## src/rtl/keypad_pkg.sv

```systemverilog
// Shared keypad definitions: emulator FSM states, bounce LFSR constants and key-code decode helpers.
// Latency: none (types and pure functions); backpressure: n/a.
package keypad_pkg;

    typedef enum logic [2:0] {
        IDLE,
        BOUNCE_IN,
        HOLD,
        BOUNCE_OUT,
        GAP
    } kp_state_e;

    localparam logic [7:0] LFSR_SEED = 8'hA5;
    localparam logic [7:0] LFSR_TAPS = 8'hB8;

    // Key code layout is {row, col}; the scanner decodes with the same helpers.
    function automatic logic [1:0] key_row(input logic [3:0] code);
        return code[3:2];
    endfunction

    function automatic logic [1:0] key_col(input logic [3:0] code);
        return code[1:0];
    endfunction

endpackage

```

## src/rtl/hex_keypad_emulator_if.sv

```systemverilog
// Key-press command handshake plus the column-drive / row-sense wires of a 4x4 keypad.
// Latency: n/a (wiring only); backpressure: key_ready gates key_valid.
interface hex_keypad_emulator_if;
    logic [3:0] key_code;
    logic       key_valid;
    logic       key_ready;
    logic [3:0] Col;
    logic [3:0] Row;
    logic       S_Row;
    logic       busy;
    logic       done;

    modport master (
        output key_code, key_valid, Col,
        input  key_ready, Row, S_Row, busy, done
    );

    modport slave (
        input  key_code, key_valid, Col,
        output key_ready, Row, S_Row, busy, done
    );
endinterface

```

## src/rtl/keypad_bounce_lfsr.sv

```systemverilog
// Contact-chatter source: 8-bit Galois LFSR that steps only while advance is high.
// Latency: bounce_bit reflects the current state, updates one cycle after advance; backpressure: none.
module keypad_bounce_lfsr
    import keypad_pkg::*;
(
    input  logic clock,
    input  logic reset,
    input  logic advance,
    output logic bounce_bit
);

    logic [7:0] lfsr_q;

    always_ff @(posedge clock or posedge reset) begin
        if (reset) begin
            lfsr_q <= LFSR_SEED;
        end else if (advance) begin
            lfsr_q <= lfsr_q[0] ? ({1'b0, lfsr_q[7:1]} ^ LFSR_TAPS) : {1'b0, lfsr_q[7:1]};
        end
    end

    assign bounce_bit = lfsr_q[0];

endmodule

```

## src/rtl/hex_keypad_emulator.sv

```systemverilog
// Passive 4x4 keypad model: closes one switch per command with chatter; Row is combinational from Col.
// Latency: Row 0 cycles from Col, S_Row 1 cycle; backpressure: key_ready low for the whole press sequence.
module hex_keypad_emulator
    import keypad_pkg::*;
#(
    parameter int BOUNCE_CYCLES = 8,
    parameter int HOLD_CYCLES   = 64,
    parameter int GAP_CYCLES    = 16,
    parameter int CNT_W         = 8
) (
    input  logic                  clock,
    input  logic                  reset,
    hex_keypad_emulator_if.slave  kp
);

    localparam bit               HAS_BOUNCE = (BOUNCE_CYCLES != 0);
    localparam logic [CNT_W-1:0] B_LOAD     = CNT_W'(BOUNCE_CYCLES - 1);
    localparam logic [CNT_W-1:0] H_LOAD     = CNT_W'(HOLD_CYCLES - 1);
    localparam logic [CNT_W-1:0] G_LOAD     = CNT_W'(GAP_CYCLES - 1);

    kp_state_e        state_q, state_d;
    logic [CNT_W-1:0] cnt_q, cnt_d;
    logic [3:0]       key_q, key_d;
    logic             done_q, done_d;
    logic             s_row_q;
    logic             ready;
    logic             advance;
    logic             bounce_bit;
    logic             contact;
    logic [3:0]       row_dat;

    keypad_bounce_lfsr u_lfsr (
        .clock      (clock),
        .reset      (reset),
        .advance    (advance),
        .bounce_bit (bounce_bit)
    );

    assign ready = (state_q == IDLE);

    always_comb begin
        state_d = state_q;
        cnt_d   = cnt_q;
        key_d   = key_q;
        done_d  = 1'b0;
        advance = 1'b0;
        unique case (state_q)
            IDLE: begin
                if (kp.key_valid && ready) begin
                    key_d = kp.key_code;
                    if (HAS_BOUNCE) begin
                        state_d = BOUNCE_IN;
                        cnt_d   = B_LOAD;
                    end else begin
                        state_d = HOLD;
                        cnt_d   = H_LOAD;
                    end
                end
            end
            BOUNCE_IN: begin
                advance = 1'b1;
                if (cnt_q == '0) begin
                    state_d = HOLD;
                    cnt_d   = H_LOAD;
                end else begin
                    cnt_d = cnt_q - CNT_W'(1);
                end
            end
            HOLD: begin
                if (cnt_q == '0) begin
                    if (HAS_BOUNCE) begin
                        state_d = BOUNCE_OUT;
                        cnt_d   = B_LOAD;
                    end else begin
                        state_d = GAP;
                        cnt_d   = G_LOAD;
                    end
                end else begin
                    cnt_d = cnt_q - CNT_W'(1);
                end
            end
            BOUNCE_OUT: begin
                advance = 1'b1;
                if (cnt_q == '0) begin
                    state_d = GAP;
                    cnt_d   = G_LOAD;
                end else begin
                    cnt_d = cnt_q - CNT_W'(1);
                end
            end
            GAP: begin
                if (cnt_q == '0) begin
                    state_d = IDLE;
                    done_d  = 1'b1;
                end else begin
                    cnt_d = cnt_q - CNT_W'(1);
                end
            end
            default: state_d = IDLE;
        endcase
    end

    // Row depends only on async-reset state and Col, so it drops as soon as reset asserts.
    always_comb begin
        contact = 1'b0;
        case (state_q)
            HOLD:                  contact = 1'b1;
            BOUNCE_IN, BOUNCE_OUT: contact = bounce_bit;
            default:               contact = 1'b0;
        endcase
        row_dat = '0;
        row_dat[key_row(key_q)] = contact & kp.Col[key_col(key_q)];
    end

    always_ff @(posedge clock or posedge reset) begin
        if (reset) begin
            state_q <= IDLE;
            cnt_q   <= '0;
            key_q   <= '0;
            done_q  <= 1'b0;
            s_row_q <= 1'b0;
        end else begin
            state_q <= state_d;
            cnt_q   <= cnt_d;
            key_q   <= key_d;
            done_q  <= done_d;
            s_row_q <= |row_dat;
        end
    end

    assign kp.key_ready = ready;
    assign kp.busy      = !ready;
    assign kp.done      = done_q;
    assign kp.S_Row     = s_row_q;
    assign kp.Row       = row_dat;

endmodule

```

## src/flat_wrapper.sv

```systemverilog
// flat-port wrapper written by rule: the top's interface ports become plain ports
module hex_keypad_emulator_flat import keypad_pkg::*;
#(
    parameter int BOUNCE_CYCLES = 8,
    parameter int HOLD_CYCLES   = 64,
    parameter int GAP_CYCLES    = 16,
    parameter int CNT_W         = 8
)
  (clock, reset, kp_key_code, kp_key_valid, kp_Col, kp_key_ready, kp_Row, kp_S_Row, kp_busy, kp_done);
  hex_keypad_emulator_if kp_i ();
  input  logic clock;
  input  logic reset;
  input wire logic [$bits(kp_i.key_code)-1:0] kp_key_code;
  input wire logic [$bits(kp_i.key_valid)-1:0] kp_key_valid;
  input wire logic [$bits(kp_i.Col)-1:0] kp_Col;
  output wire logic [$bits(kp_i.key_ready)-1:0] kp_key_ready;
  output wire logic [$bits(kp_i.Row)-1:0] kp_Row;
  output wire logic [$bits(kp_i.S_Row)-1:0] kp_S_Row;
  output wire logic [$bits(kp_i.busy)-1:0] kp_busy;
  output wire logic [$bits(kp_i.done)-1:0] kp_done;
  assign kp_i.key_code = kp_key_code;
  assign kp_i.key_valid = kp_key_valid;
  assign kp_i.Col = kp_Col;
  assign kp_key_ready = kp_i.key_ready;
  assign kp_Row = kp_i.Row;
  assign kp_S_Row = kp_i.S_Row;
  assign kp_busy = kp_i.busy;
  assign kp_done = kp_i.done;
  hex_keypad_emulator #(.BOUNCE_CYCLES(BOUNCE_CYCLES), .HOLD_CYCLES(HOLD_CYCLES), .GAP_CYCLES(GAP_CYCLES), .CNT_W(CNT_W)) u_core (.clock(clock), .reset(reset), .kp(kp_i));
endmodule
```

## config.mk

```make
export PLATFORM = sky130hd
export DESIGN_NAME = hex_keypad_emulator_flat
export DESIGN_NICKNAME = d
export VERILOG_FILES = /design/src/rtl/keypad_pkg.sv /design/src/rtl/hex_keypad_emulator_if.sv /design/src/rtl/keypad_bounce_lfsr.sv /design/src/rtl/hex_keypad_emulator.sv /design/src/flat_wrapper.sv
export SDC_FILE = /design/constraint.sdc
export NUM_CORES = 1
export LEC_CHECK = 0
export ABC_CLOCK_PERIOD_IN_PS = 5650
export BUFFER_PORTS_ARGS = -buffer_cell sky130_fd_sc_hd__buf_2
export CAP_MARGIN = 20
export CORE_ASPECT_RATIO = 1.4
export CORE_MARGIN = 2
export CORE_UTILIZATION = 60
export DETAILED_ROUTE_END_ITERATION = 8
export HOLD_SLACK_MARGIN = 0.05
export PLACE_DENSITY = 0.82
export SLEW_MARGIN = 30
export SYNTH_ARGS = -nofsm -noshare
export SYNTH_HDL_FRONTEND = slang
export SYNTH_HIERARCHICAL = 1
export SYNTH_SLANG_ARGS = --single-unit
export TNS_END_PERCENT = 100
```

## constraint.sdc

```tcl
create_clock -name clock -period 5.65 [get_ports clock]
set_clock_uncertainty 0.15 [all_clocks]
set_input_delay 1.695 -clock clock [delete_from_list [all_inputs] [get_ports clock]]
set_output_delay 1.695 -clock clock [all_outputs]
set_load 0.05 [all_outputs]
```

==> results of run 1 <==
-- registers in the layout, indices dropped and copies added, names as in the netlist --
| register | cells |
|---|---|
| u_core/cnt_q | 8 |
| u_core/key_q | 4 |
| u_core/kp.S_Row | 1 |
| u_core/u_lfsr/lfsr_q | 8 |
| u_core/kp.done | 1 |
| u_core/state_q | 3 |
-- critical path, delay by kind of cell --
family / cells / cell delay (ns)
multiplexers: 1 / 0.46
AND/OR/NAND/NOR: 2 / 0.28
buffers and inverters: 3 / 0.37
-- metal layers --
| metal | up-vias | track usage (%) |
|---|---|---|
| met5 | - | 0 |
| met4 | 0 | 14.3 |
| met3 | 10 | 3.18 |
| met2 | 52 | 40.6 |
| met1 | 530 | 24.8 |
| li1 | 544 | - |
-- Yosys cell counts (2+ instances only) --
master | n | share of area (%)
a211oi_1 | 2 | 1.0
a21oi_1 | 9 | 3.1
a221o_1 | 3 | 2.1
and3_1 | 3 | 1.3
buf_6 | 2 | 1.6
clkbuf_1 | 4 | 1.0
dfrtp_1 | 21 | 36
dfstp_2 | 4 | 7.3
ha_1 | 2 | 1.7
inv_1 | 7 | 1.8
mux2_2 | 9 | 7.0
mux2i_1 | 2 | 1.4
nand2_1 | 7 | 1.8
nand3_1 | 4 | 1.4
nor2_1 | 13 | 3.4
nor2b_1 | 3 | 1.3
nor3_1 | 7 | 2.4
nor3b_1 | 2 | 1.0
o211ai_1 | 4 | 2.1
o21ai_0 | 3 | 1.0
xnor2_1 | 3 | 1.8
xor2_1 | 2 | 1.2
-- metrics by stage --
| stage | cell area, um2 | hold slack, ns | util [%] | std cells | worst slack, ns |
|---|---|---|---|---|---|
| finish | 1540 | 0.372 | 66.0 | 180 | 1.00 |
| detailed placement | 1520 | 0.358 | 64.8 | 176 | 1.00 |
| floorplan | 1440 | 0.325 | - | 142 | 0.658 |
| global route | 1540 | 0.390 | 66.0 | 180 | 0.955 |
| global placement | 1520 | 0.339 | 64.8 | 176 | 1.05 |
| CTS | 1540 | 0.384 | 66.0 | 180 | 0.998 |
-- cell type report --
class | instances | area [um2] | share of cell area (%)
Clock buffer | 3 | 22.5 | 1.46
Tap cell | 23 | 28.8 | 1.87
Inverter | 8 | 30.0 | 1.95
Clock inverter | 1 | 5.00 | 0.324
Multi-Input combinational cell | 102 | 736 | 47.7
Sequential cell | 25 | 631 | 40.9
Timing Repair Buffer | 18 | 90.1 | 5.84
-- where the power goes --
part,leakage (nW),switching (mW),total (mW),internal (mW)
clock network,0.0177,0.0531,0.0796,0.0265
logic,0.411,0.224,0.404,0.181
registers,0.298,0.0926,0.363,0.271
total,0.728,0.369,0.847,0.478
-- final timing paths --
check	start	to	depth (start not counted)	slack, ns
worst max-delay path	kp_Col[3]	kp_Row[3]	6	1.00
worst min-delay path	u_core/u_lfsr/lfsr_q[1]	u_core/u_lfsr/lfsr_q[0]	1	0.37
worst max register to register	u_core/cnt_q[1]	u_core/cnt_q[6]	6	3.55
worst min register to register	u_core/u_lfsr/lfsr_q[1]	u_core/u_lfsr/lfsr_q[0]	1	0.37
max in group asynchronous	reset	u_core/cnt_q[4]	2	3.63
min in group asynchronous	reset	u_core/u_lfsr/lfsr_q[6]	2	1.13
-- kinds of logic after synthesis --
logic type / Yosys count / synth area share (%)
AO/OA/AOI/OAI: 31 / 15.2
multiplexers: 12 / 9.98
flip-flops: 25 / 43.7
AND/OR/NAND/NOR: 51 / 20.3
buffers and inverters: 15 / 5.21
adder cells (fa/ha/maj): 3 / 2.52
XOR/XNOR: 5 / 3.04
==> results.toml, run 1 <==
[global_route]
grt_pass1_wl_um = 4640
grt_max_degree = 18
antenna_found_initial = 0
grt.total_usage_pct = 22.8
grt_overflow = 0
grt_pass1_vias = 1133

[floorplanning]
initial_utilization_pct = 61.6
core_um2 = 2340
die_h_um = 62.0
die_area_um2 = 2820
ios = 19
rows = 21
die_w_um = 45.4

[timing]
fin_crit_ns = 4.65
setup_violations = 0
maxSlewHeadroom_pct = 53.4
hold_viol_final = 0
slew_viol_final = 0
fin_tns_setup_ns = 0
period_share_pct = 82.3
max_freq_ghz = 0.215
rsz0062_at_grt = "false"
worst_pin_slew_ns = 0.697

[setup_path]
end_kind = "primary output"
worstPathMaxFanout = 3
crit_chain = "buf_2, mux4_2, nand2_1, inv_1, and3_1, buf_2"
cpMostUsedCell = "buf_2"
crit_type = "input port to primary output"
cp_data_required_time_ns = 3.81
arrival_ns = 2.80
crit_slowest_cell = "mux4_2"
slowest_delay_ns = 0.46
startpoint_type = "input port"

[power]
finalPower_uw = 847
leakage_nw = 0.728
power.density_nw_per_um2 = 549
vdd_drop_max_mv = 0.264

[synth]
synth_cell_type_count = 48
synth_ff_type = "dfrtp_1"
async_flop_share_pct = 100
syn_inst = 142
syn_avg_cell_area_um2 = 10.2
syn_area_um2 = 1440
synth-edff-count = 0
syn-num-nets = 155
synth-seq-cells = 25
yosys_warnings = 6
ys_seq_area_share_pct = 43.8

[routing]
dr_wl_met3_um = 130
routed.top_layer = "met4"
post_drt_wl_per_cell_um = 16.3
wirelength_um = 2940
vias_per_cell = 6.31
drc = 0
detail-route-antenna-nets = 0
drtIter0Drc = 52
num_vias = 1136
first_pass_iters = 4
met2_length_um = 1580
wl_met1_um = 1140

[cts]
cts-htree-levels = 1
cts_buffers = 3
post_cts_buffers = 0
cts-root-buf = "clkbuf_4"
clock_latency_ns = 0.32
clkTransAtPathRegs_ns = 0.14
ctsHoldBuffers = 0
cts_buffer_depth = 2
cts_resized = 0
cts_tree = "yes"
cts_num_sinks = 25

[place]
gp_congestion = 0.855
port_buffers = 18
dp_hpwl_um = 2190

[finish]
layout_commonest_cell = "dfrtp_1"
final_nets = 171
syn2layout_area_growth_pct = 7.03
layout-drive-gt1-share_pct = 28.0
final_cell_mix = "dfrtp_1 (21), buf_2 (18), nor2_1 (13)"
fill_cells = 197
n_antenna_cell = 0

[flow_run]
drv_cap = 0

[worst_hold_path]
hp-class = "flip-flop to flip-flop"

[run_status]
status = "complete, no violations"
(Power assumes the default switching activity.)
==> run 2, diff against run 1 <==
- ABC_CLOCK_PERIOD_IN_PS: 5650 -> 4900
- CORE_UTILIZATION: 60 -> 56
- PLACE_DENSITY: 0.82 -> 0.78
- clock period: 5.65 -> 4.9 ns (I/O delays scaled with it)
==> run 2 against run 1 <==
Wire length down 3.7%. Non-clock buffer count unchanged. Power up 15%. Core utilization down 1.5 points.
==> results.toml, run 2 (synthesis results as in run 1) <==
[timing]
rsz0062_at_grt = "false"
hold_viol_final = 0
slew_viol_final = 0
maxSlewHeadroom_pct = 51.2
worst_pin_slew_ns = 0.731
period_share_pct = 85.3
fin_crit_ns = 4.18
fin_tns_setup_ns = 0
max_freq_ghz = 0.239
setup_violations = 0

[setup_path]
cpMostUsedCell = "buf_2"
reg2reg_depth = 6
arrival_ns = 2.56
crit_type = "input port to primary output"
reg2reg_to = "u_core/cnt_q[6]"
slowest_delay_ns = 0.45
crit_chain = "buf_2, mux4_2, nand2_1, inv_1, and3_1, buf_2"
rrSetupSlack_ns = 2.82
cp_data_required_time_ns = 3.28
worstReg2RegStart = "u_core/cnt_q[1]"
crit_slowest_cell = "mux4_2"
worstPathMaxFanout = 3
end_kind = "primary output"
startpoint_type = "input port"

[power]
power.density_nw_per_um2 = 627
leakage_nw = 0.724
vdd_drop_max_mv = 0.317

[cts]
post_cts_buffers = 0
ctsHoldBuffers = 0
cts_tree = "yes"
cts_buffer_depth = 2
cts-root-buf = "clkbuf_4"
cts_resized = 0
cts_num_sinks = 25
cts-htree-levels = 1
clock_latency_ns = 0.32
cts_buffers = 3
clkTransAtPathRegs_ns = 0.14

[routing]
detail-route-antenna-nets = 0
wirelength_um = 2830
drc = 0
vias_per_cell = 6.06
num_vias = 1158
post_drt_wl_per_cell_um = 14.8
drtIter0Drc = 36
first_pass_iters = 4

[global_route]
grt_max_degree = 18
grt_util_met1_pct = 23.8
antenna_found_initial = 0
grt.total_usage_pct = 21.1
grt_overflow = 0
grt_pass1_vias = 1121
busiest_layer = "met2"
use_met3_pct = 4.24
grt_pass1_wl_um = 4660
use_met2_pct = 35.6

[worst_hold_path]
holdPathStages = 1
worstHoldEndpoint = "u_core/u_lfsr/lfsr_q[0]"
worstHoldStart = "u_core/u_lfsr/lfsr_q[1]"
hp-class = "flip-flop to flip-flop"

[floorplanning]
die_h_um = 64.0
die_w_um = 46.9
core_um2 = 2420
die_area_um2 = 3000
rows = 21
initial_utilization_pct = 59.6
ios = 19

[run_status]
status = "complete, no violations"

[flow_run]
drv_cap = 0

[finish]
fill_cells = 212
regArea_um2 = 631
fin_util_pct = 64.5
syn2layout_area_growth_pct = 8.16
n_antenna_cell = 0
final_nets = 171
layout_commonest_cell = "dfrtp_1"
layout-drive-gt1-share_pct = 28.0
final_cell_mix = "dfrtp_1 (21), buf_2 (18), nor2_1 (13)"
multi_input_area_um2 = 736
top_regs = "u_core/cnt_q (8), u_core/u_lfsr/lfsr_q (8), u_core/key_q (4)"

[place]
port_buffers = 18
gp_congestion = 0.835
dp_hpwl_um = 2190
## run 2: stage by stage
| step | std cells | hold slack (ns) | worst slack [ns] | total power [mW] | instance area (um2) |
|---|---|---|---|---|---|
| final | 191 | 0.382 | 0.718 | 0.977 | 1560 |
| after global routing | 191 | 0.398 | 0.655 | 1.05 | 1560 |
| after CTS | 191 | 0.386 | 0.713 | 0.978 | 1560 |
| after detailed placement | 187 | 0.357 | 0.714 | 0.885 | 1530 |
| after global placement | 187 | 0.343 | 0.743 | 0.850 | 1530 |
| after floorplan | 142 | 0.325 | 0.358 | 0.795 | 1440 |
## run 2: final cells by class
class                   instances  area share (%)
well taps                      34            2.73
repair buffers                 18            5.78
inverters                       8            1.93
clock buffers                   3            1.44
clock inverters                 1           0.482
flip-flops and latches         25            40.4
multi-input cells             102            47.2
## run 2: how the worst max path moves through the flow
stage,start,end,slack [ns],cells past startpoint
finish,kp_Col[3],kp_Row[3],0.72,6
global route,kp_Col[3],kp_Row[3],0.65,6
CTS,kp_Col[3],kp_Row[3],0.71,6
detailed placement,kp_Col[3],kp_Row[3],0.71,6
global placement,kp_Col[3],kp_Row[3],0.74,6
floorplan,kp_Col[1],kp_Row[2],0.36,3
## run 2: metal layers
metal | wire (um) | part of all wire (%) | up-vias
met5 | 0 | 0 | -
met4 | 77 | 2.7 | 0
met3 | 92 | 3.3 | 10
met2 | 1550 | 55 | 33
met1 | 1110 | 39 | 567
li1 | - | - | 548
## run 2: worst max-delay path, delay by kind of cell
kind / cells / cell delay (ns)
mux: 1 / 0.45
buf+inv: 3 / 0.36
simple gates: 2 / 0.28
## run 2: power by group
group / switching (mW) / internal, mW
Sequential: 0.106 / 0.312
Clock: 0.0622 / 0.0312
Combinational: 0.257 / 0.209
==> run 3, diff against run 2 <==
- SYNTH_HIERARCHICAL: 1 -> not set
==> run 3 against run 2 <==
Power decreased by 24%. Wire length decreased by 0.53%. Combinational power decreased by 34%. Highest routed layer unchanged.
==> results.toml, run 3 <==
[routing]
vias_per_cell = 5.93
first_pass_iters = 4
num_vias = 1174
wirelength_um = 2810
post_drt_wl_per_cell_um = 14.2
detail-route-antenna-nets = 0
drtIter0Drc = 28
drc = 0

[setup_path]
cp_data_required_time_ns = 3.28
worstPathMaxFanout = 5
startpoint_type = "input port"
reg2reg_depth = 6
arrival_ns = 2.60
cp-endpoint = "kp_Row[3]"
end_kind = "primary output"
crit_type = "input port to primary output"
worstReg2RegStart = "u_core.cnt_q[0]"
rrSetupSlack_ns = 2.72
crit_path_start = "kp_Col[3]"
reg2reg_to = "u_core.cnt_q[3]"
crit_chain = "buf_2, mux4_2, and3_1, and3_1, buf_2"
crit_slowest_cell = "mux4_2"
slowest_delay_ns = 0.44

[place]
port_buffers = 18
dp_hpwl_um = 2140
place_inst = 194
post_dp_cell_area_um2 = 1530
gp_congestion = 0.861

[timing]
fin_tns_setup_ns = 0
setup_violations = 0
rsz0062_at_grt = "false"
fin_crit_ns = 4.22
hold_viol_final = 0
maxSlewHeadroom_pct = 62.4
period_share_pct = 86.2
slew_viol_final = 0
max_freq_ghz = 0.237
worst_pin_slew_ns = 0.559

[global_route]
antenna_found_initial = 0
grt_max_degree = 26
grt_pass1_vias = 1206
grt_overflow = 0
grt_pass1_wl_um = 4800
grt.total_usage_pct = 21.9

[finish]
final_cell_mix = "dfrtp_1 (21), buf_2 (18), o21ai_0 (15), nor2_1 (15), nand2_1 (13)"
layout_commonest_cell = "dfrtp_1"
multi_input_area_um2 = 732
final_nets = 178
final_cells = 198
syn2layout_area_growth_pct = 7.52
n_antenna_cell = 0
regArea_um2 = 631
layout-drive-gt1-share_pct = 27.4
design_area_um2 = 1560
fill_cells = 214
top_regs = "u_core.cnt_q (8), u_core.u_lfsr.lfsr_q (8), u_core.key_q (4)"

[floorplanning]
die_area_um2 = 3010
die_w_um = 47.0
rows = 21
ios = 19
initial_utilization_pct = 59.9
die_h_um = 64.2
core_um2 = 2420

[synth]
synth_top_area_share_pct = 36.3
synth.top_cells.by_count = "dfrtp_1 (21), nor2_1 (15), o21ai_0 (15), nand2_1 (13), mux2_2 (10)"
yosysTopAreaCell = "dfrtp_1"
synth_cell_type_count = 40
synth-seq-cells = 25
post-synth-top-count-cell = "dfrtp_1"
yosys_warnings = 0
syn_avg_cell_area_um2 = 9.59
synth_ff_type = "dfrtp_1"
synth-edff-count = 0
syn_area_um2 = 1450
syn-num-nets = 164
synth_area_leaders = "dfrtp_1 (36%), mux2_2 (7.8%), dfstp_2 (7.3%)"
syn_inst = 151
ys_seq_area_share_pct = 43.6
async_flop_share_pct = 100

[worst_hold_path]
holdPathStages = 2
hp-class = "flip-flop to flip-flop"

[power]
power.density_nw_per_um2 = 477
leakage_nw = 0.716
finalPower_uw = 742
vdd_drop_max_mv = 0.296

[cts]
cts-htree-levels = 1
ctsHoldBuffers = 0
cts_tree = "yes"
clkTransAtPathRegs_ns = 0.14
cts_resized = 0
cts_buffer_depth = 2
post_cts_buffers = 0
cts_num_sinks = 25
cts_buffers = 3
cts-root-buf = "clkbuf_4"
clock_latency_ns = 0.33

[run_status]
status = "complete, no violations"

[flow_run]
drv_cap = 0
run 3: logic make-up after synthesis:
group	Yosys count	synth area share [%]
muxes	12	10.0
AOI/OAI and AO/OA	37	15.8
adders and majority gates	2	1.73
buffers and inverters	18	5.88
xor gates and xnor gates	5	3.02
and+or+nand+nor	52	20.0
DFF	25	43.6
run 3: metrics by stage:
stage               worst slack [ns]  utilization [%]  hold slack (ns)
floorplan                      0.147                -            0.296
global placement               0.681             63.3            0.317
detailed placement             0.669             63.3            0.327
CTS                            0.670             64.4            0.357
global route                   0.633             64.4            0.382
finish                         0.676             64.4            0.353
run 3: worst min path at each step:
stage                            start                 endpoint  slack (ns)
2_1_floorplan  u_core.u_lfsr.lfsr_q[3]  u_core.u_lfsr.lfsr_q[3]        0.30
3_3_place_gp   u_core.u_lfsr.lfsr_q[3]  u_core.u_lfsr.lfsr_q[3]        0.32
3_5_place_dp   u_core.u_lfsr.lfsr_q[3]  u_core.u_lfsr.lfsr_q[3]        0.33
4_1_cts        u_core.u_lfsr.lfsr_q[3]  u_core.u_lfsr.lfsr_q[3]        0.36
5_1_grt        u_core.u_lfsr.lfsr_q[3]  u_core.u_lfsr.lfsr_q[3]        0.38
6_report       u_core.u_lfsr.lfsr_q[3]  u_core.u_lfsr.lfsr_q[3]        0.35
run 3: worst max-delay path, delay by kind of cell:
family | cells | cell delay [ns]
mux | 1 | 0.44
simple gates | 2 | 0.40
buf+inv | 2 | 0.29
run 3: power breakdown:
group / switching, mW / total (mW) / internal [mW]
Combinational: 0.171 / 0.305 / 0.133
Sequential: 0.0820 / 0.343 / 0.261
Clock: 0.0638 / 0.0945 / 0.0307
Total: 0.317 / 0.742 / 0.425
run 3: layout make-up:
| class | instances | share of cell area (%) |
|---|---|---|
| clock buffer | 3 | 1.45 |
| sequential | 25 | 40.5 |
| tap | 34 | 2.73 |
| timing repair buffer | 18 | 5.79 |
| inverter | 9 | 2.17 |
| multi-input combinational | 108 | 47.0 |
| clock inverter | 1 | 0.322 |
run 3: routing by layer:
metal,share of wire [%],GRT usage [%]
met5,0,0
met4,2.3,11.5
met3,3.4,2.54
met2,55,39.6
met1,39,22.9
